==> src/rtl/comp_2bit.sv <==
// Registered WIDTH-bit magnitude comparator (unsigned or two's complement), 1-cycle latency.
// No backpressure: one compare is accepted every cycle in_vld is high; flags hold otherwise.
module comp_2bit #(
  parameter int WIDTH  = 2,
  parameter int SIGNED = 0
) (
  input  logic             clk,
  input  logic             rst_n,
  input  logic [WIDTH-1:0] a,
  input  logic [WIDTH-1:0] b,
  input  logic             in_vld,
  output logic             a_grt_b,
  output logic             a_less_b,
  output logic             eq,
  output logic             out_vld
);

  logic grt_c;
  logic less_c;
  logic diff_found;

  // MSB-first cascade: the first differing bit decides. In a signed build a
  // differing MSB is a sign mismatch, so the operand with the set bit is smaller.
  always_comb begin
    grt_c      = 1'b0;
    less_c     = 1'b0;
    diff_found = 1'b0;
    for (int i = WIDTH - 1; i >= 0; i--) begin
      if (!diff_found && (a[i] != b[i])) begin
        diff_found = 1'b1;
        if ((SIGNED != 0) && (i == WIDTH - 1)) begin
          grt_c  = b[i];
          less_c = a[i];
        end else begin
          grt_c  = a[i];
          less_c = b[i];
        end
      end
    end
  end

  always_ff @(posedge clk) begin
    if (!rst_n) begin
      a_grt_b  <= 1'b0;
      a_less_b <= 1'b0;
      eq       <= 1'b0;
      out_vld  <= 1'b0;
    end else begin
      out_vld <= in_vld;
      if (in_vld) begin
        a_grt_b  <= grt_c;
        a_less_b <= less_c;
        eq       <= !diff_found;
      end
    end
  end

endmodule

==> config.mk <==
export PLATFORM = sky130hd
export DESIGN_NAME = comp_2bit
export DESIGN_NICKNAME = d
export VERILOG_FILES = /design/src/rtl/comp_2bit.sv
export SDC_FILE = /design/constraint.sdc
export NUM_CORES = 1
export LEC_CHECK = 0
export ABC_AREA = 1
export BUFFER_PORTS_ARGS = -buffer_cell sky130_fd_sc_hd__clkbuf_2
export CORE_AREA = 2 2 39 41
export CTS_BUF_LIST = sky130_fd_sc_hd__clkbuf_16
export CTS_CLUSTER_DIAMETER = 60
export CTS_CLUSTER_SIZE = 8
export DETAILED_ROUTE_END_ITERATION = 8
export DIE_AREA = 0 0 41 43
export PLACE_DENSITY = 0.47
export SYNTH_ARGS = -nofsm -noshare
export SYNTH_HDL_FRONTEND = slang
export SYNTH_SLANG_ARGS = --single-unit
==> constraint.sdc <==
create_clock -name clk -period 1.3 [get_ports clk]
set_clock_uncertainty 0.2 [all_clocks]
set_input_delay 0.13 -clock clk [delete_from_list [all_inputs] [get_ports clk]]
set_output_delay 0.13 -clock clk [all_outputs]
set_load 0.05 [all_outputs]
==> results.toml <==
[outcome]
status = "finished, final reports clean"

[route]
antenna_left = 0
viasPerCell = 3.65
drt_iter0_markers = 0
dr_total_vias = 226
drc_errors = 0
wl_um = 481
drt_first_pass_iters = 1
drt-wirelength-per-cell_um = 7.76

[synthesis]
synth-compound-area-share_pct = 12.5
synth-seq-area-share_pct = 36.4
synth.top_cell.area_share_pct = 36.4
synth_largest_area_cell = "dfxtp_1"
synth_cell_types = 11
synth_fa_ha_area_share_pct = 11.4
ys_warn_count = 0
synthXorXnorAreaFrac_pct = 0
syn_area_um2 = 220
ys_seq_elements = 4
synth_fp_nets = 40
yosys.area_share.simple_pct = 27.8
synth.area.top_cells = "dfxtp_1 (36%), nand2_1 (14%), ha_1 (11%), inv_1 (10%), nand3_1 (6.8%)"
muxShareOfSynthArea_pct = 0
avgSynthCellArea_um2 = 7.10
synthCells = 31
synth_top_family_by_area = "simple AND/OR/NAND/NOR gates"

[cells_and_area]
final_area_um2 = 385
diodes = 0
fillers = 155
area_delta_synth_final_pct = 75.0
finalCoreUtilization_pct = 27.8
multiInputGateArea_um2 = 114
layout-drive-gt1-share_pct = 34.8
nNetsFinal = 57
seqCellArea_um2 = 80.1

[clocking]
clock_sinks = 4
cts_tree = "yes"
numCtsBuffers = 3
cts-htree-levels = 1
clockBufferDepth = 2
clock_latency_ns = 0.22
cts.clk_slew.worst_paths_ns = 0.03
root_buffer = "clkbuf_16"

[floorplanning]
ioPinCount = 11
dieHeight_um = 43
chipWidth_um = 41
fp.coreArea_mm2 = 0.00138
initial_utilization_pct = 15.9
row_count = 14
die-area_mm2 = 0.00176

[grt]
overflow = 0
antenna_found_initial = 0
grt_max_degree = 8
grtUsageMet2_pct = 9.38
first_global_vias = 215
busiest_layer = "met2"
grt_pass1_wl_um = 779
met3_usage_pct = 3.14
grt_use_met1_pct = 8.36
track_usage_pct = 6.83

[critical_path]
cp_cell_sequence = "dlygate4sd3_1 -> clkbuf_2 -> o21a_1 -> nand2_1 -> inv_1"
cp_top_family = "buffers and inverters"
crit_path_start = "in_vld"
ff2ff_path_depth = 3
path_max_fanout = 7
crit_path_end_kind = "register"
start_kind = "input port"
crit_type = "in -> reg"
arrival_ns = 1.10
r2r_start = "a_grt_b"
cp_num_buf_inv = 3
slowest_delay_ns = 0.54
cp_slowest_cell = "dlygate4sd3_1"
required_ns = 1.22
worst-path-stages = 5

[sta]
rsz0062_at_grt = "no"
max_freq_mhz = 845
setup_tns_ns = 0
finalSetupViolations = 0
period_needed_ns = 1.18
slew_violations = 0
hold_viol_final = 0
max_slew_margin_pct = 81.3
worst_pin_slew_ns = 0.282
fin_crit_sh_pct = 91.0

[placed_design]
placed_area_um2 = 290
io_buffers = 10
dp_hpwl_um = 358
gp_congestion = 0.743

[pwr]
p_total_mw = 0.701
irDropWorstVdd_mv = 0.922
p_leak_nw = 0.217
power_density_mw_per_mm2 = 1820

[min_path]
min_path_cells = 5
min-delay-start = "b[0]"
hold_path_class = "in -> reg"

[run]
max_cap_viol_count = 0
-- kinds of logic after synthesis --
logic type                 count (synthesis)
and+or+nand+nor                           13
buffers and inverters                      7
AOI/OAI and AO/OA                          5
DFF                                        4
adders and majority gates                  2
-- state kept, by name, summed over array words and instances, names as in the netlist --
| name | cells |
|---|---|
| a_grt_b | 1 |
| a_less_b | 1 |
| out_vld | 1 |
| eq | 1 |
-- tightest hold or removal path, cell delays in order --
cell,delay (ns)
clkbuf_2,0.10
nand3_1,0.08
nand2_1,0.05
nand2_1,0.05
a21oi_1,0.05
-- power breakdown --
group,internal (mW),switching [mW]
logic,0.0308,0.0597
clock network,0.393,0.0830
registers,0.132,0.00309
total,0.555,0.146
-- placed cells by master (no fill, tap or decap) --
| cell | n |
|---|---|
| a21oi_1 | 2 |
| clkbuf_16 | 3 |
| clkbuf_2 | 10 |
| dfxtp_1 | 4 |
| dlygate4sd3_1 | 2 |
| ha_1 | 2 |
| inv_1 | 6 |
| inv_2 | 1 |
| nand2_1 | 8 |
| nand2_2 | 1 |
| nand3_1 | 3 |
| nand3_2 | 1 |
| o21a_1 | 1 |
| o21ai_0 | 2 |
-- cells in the mapped netlist, drive strengths merged --
cell and count:
a21oi 2, dfxtp 4, ha 2, inv 7
nand2 9, nand3 4, o21a 1, o21ai 2
-- repair_timing --
action | 4_1_cts | 5_1_grt
hold buffers | 2 | 0
gates resized for setup | 0 | 0
hold endpoints to repair | 3 | 0
buffers inserted | 0 | 0
-- area by class of cell --
class | count | share of cell area (%)
inverter | 7 | 6.82
sequential | 4 | 20.8
tap | 16 | 5.19
multi-input combinational | 20 | 29.5
clock buffer | 3 | 19.5
timing repair buffer | 12 | 18.2
-- per-stage QoR --
step | instances | worst slack, ns | hold WS, ns
detailed placement | 57 | 0.0705 | 0.170
floorplan | 31 | 0.162 | 0.0235
finish | 62 | 0.117 | 0.0928
CTS | 62 | 0.121 | 0.0958
global placement | 57 | 0.0812 | 0.167
global route | 62 | 0.0468 | 0.135
-- metal layers --
layer | share of wire, % | wire [um]
met1 | 48 | 230
met4 | 0 | 0
met2 | 48 | 232
met5 | 0 | 0
met3 | 3.7 | 18
-- final timing paths --
kind,end,slack [ns]
worst min-delay path,a_less_b,0.09
worst max-delay path,a_grt_b,0.12
worst min register to register,eq,0.32
worst max register to register,a_grt_b,0.46
(Power assumes the default switching activity.)
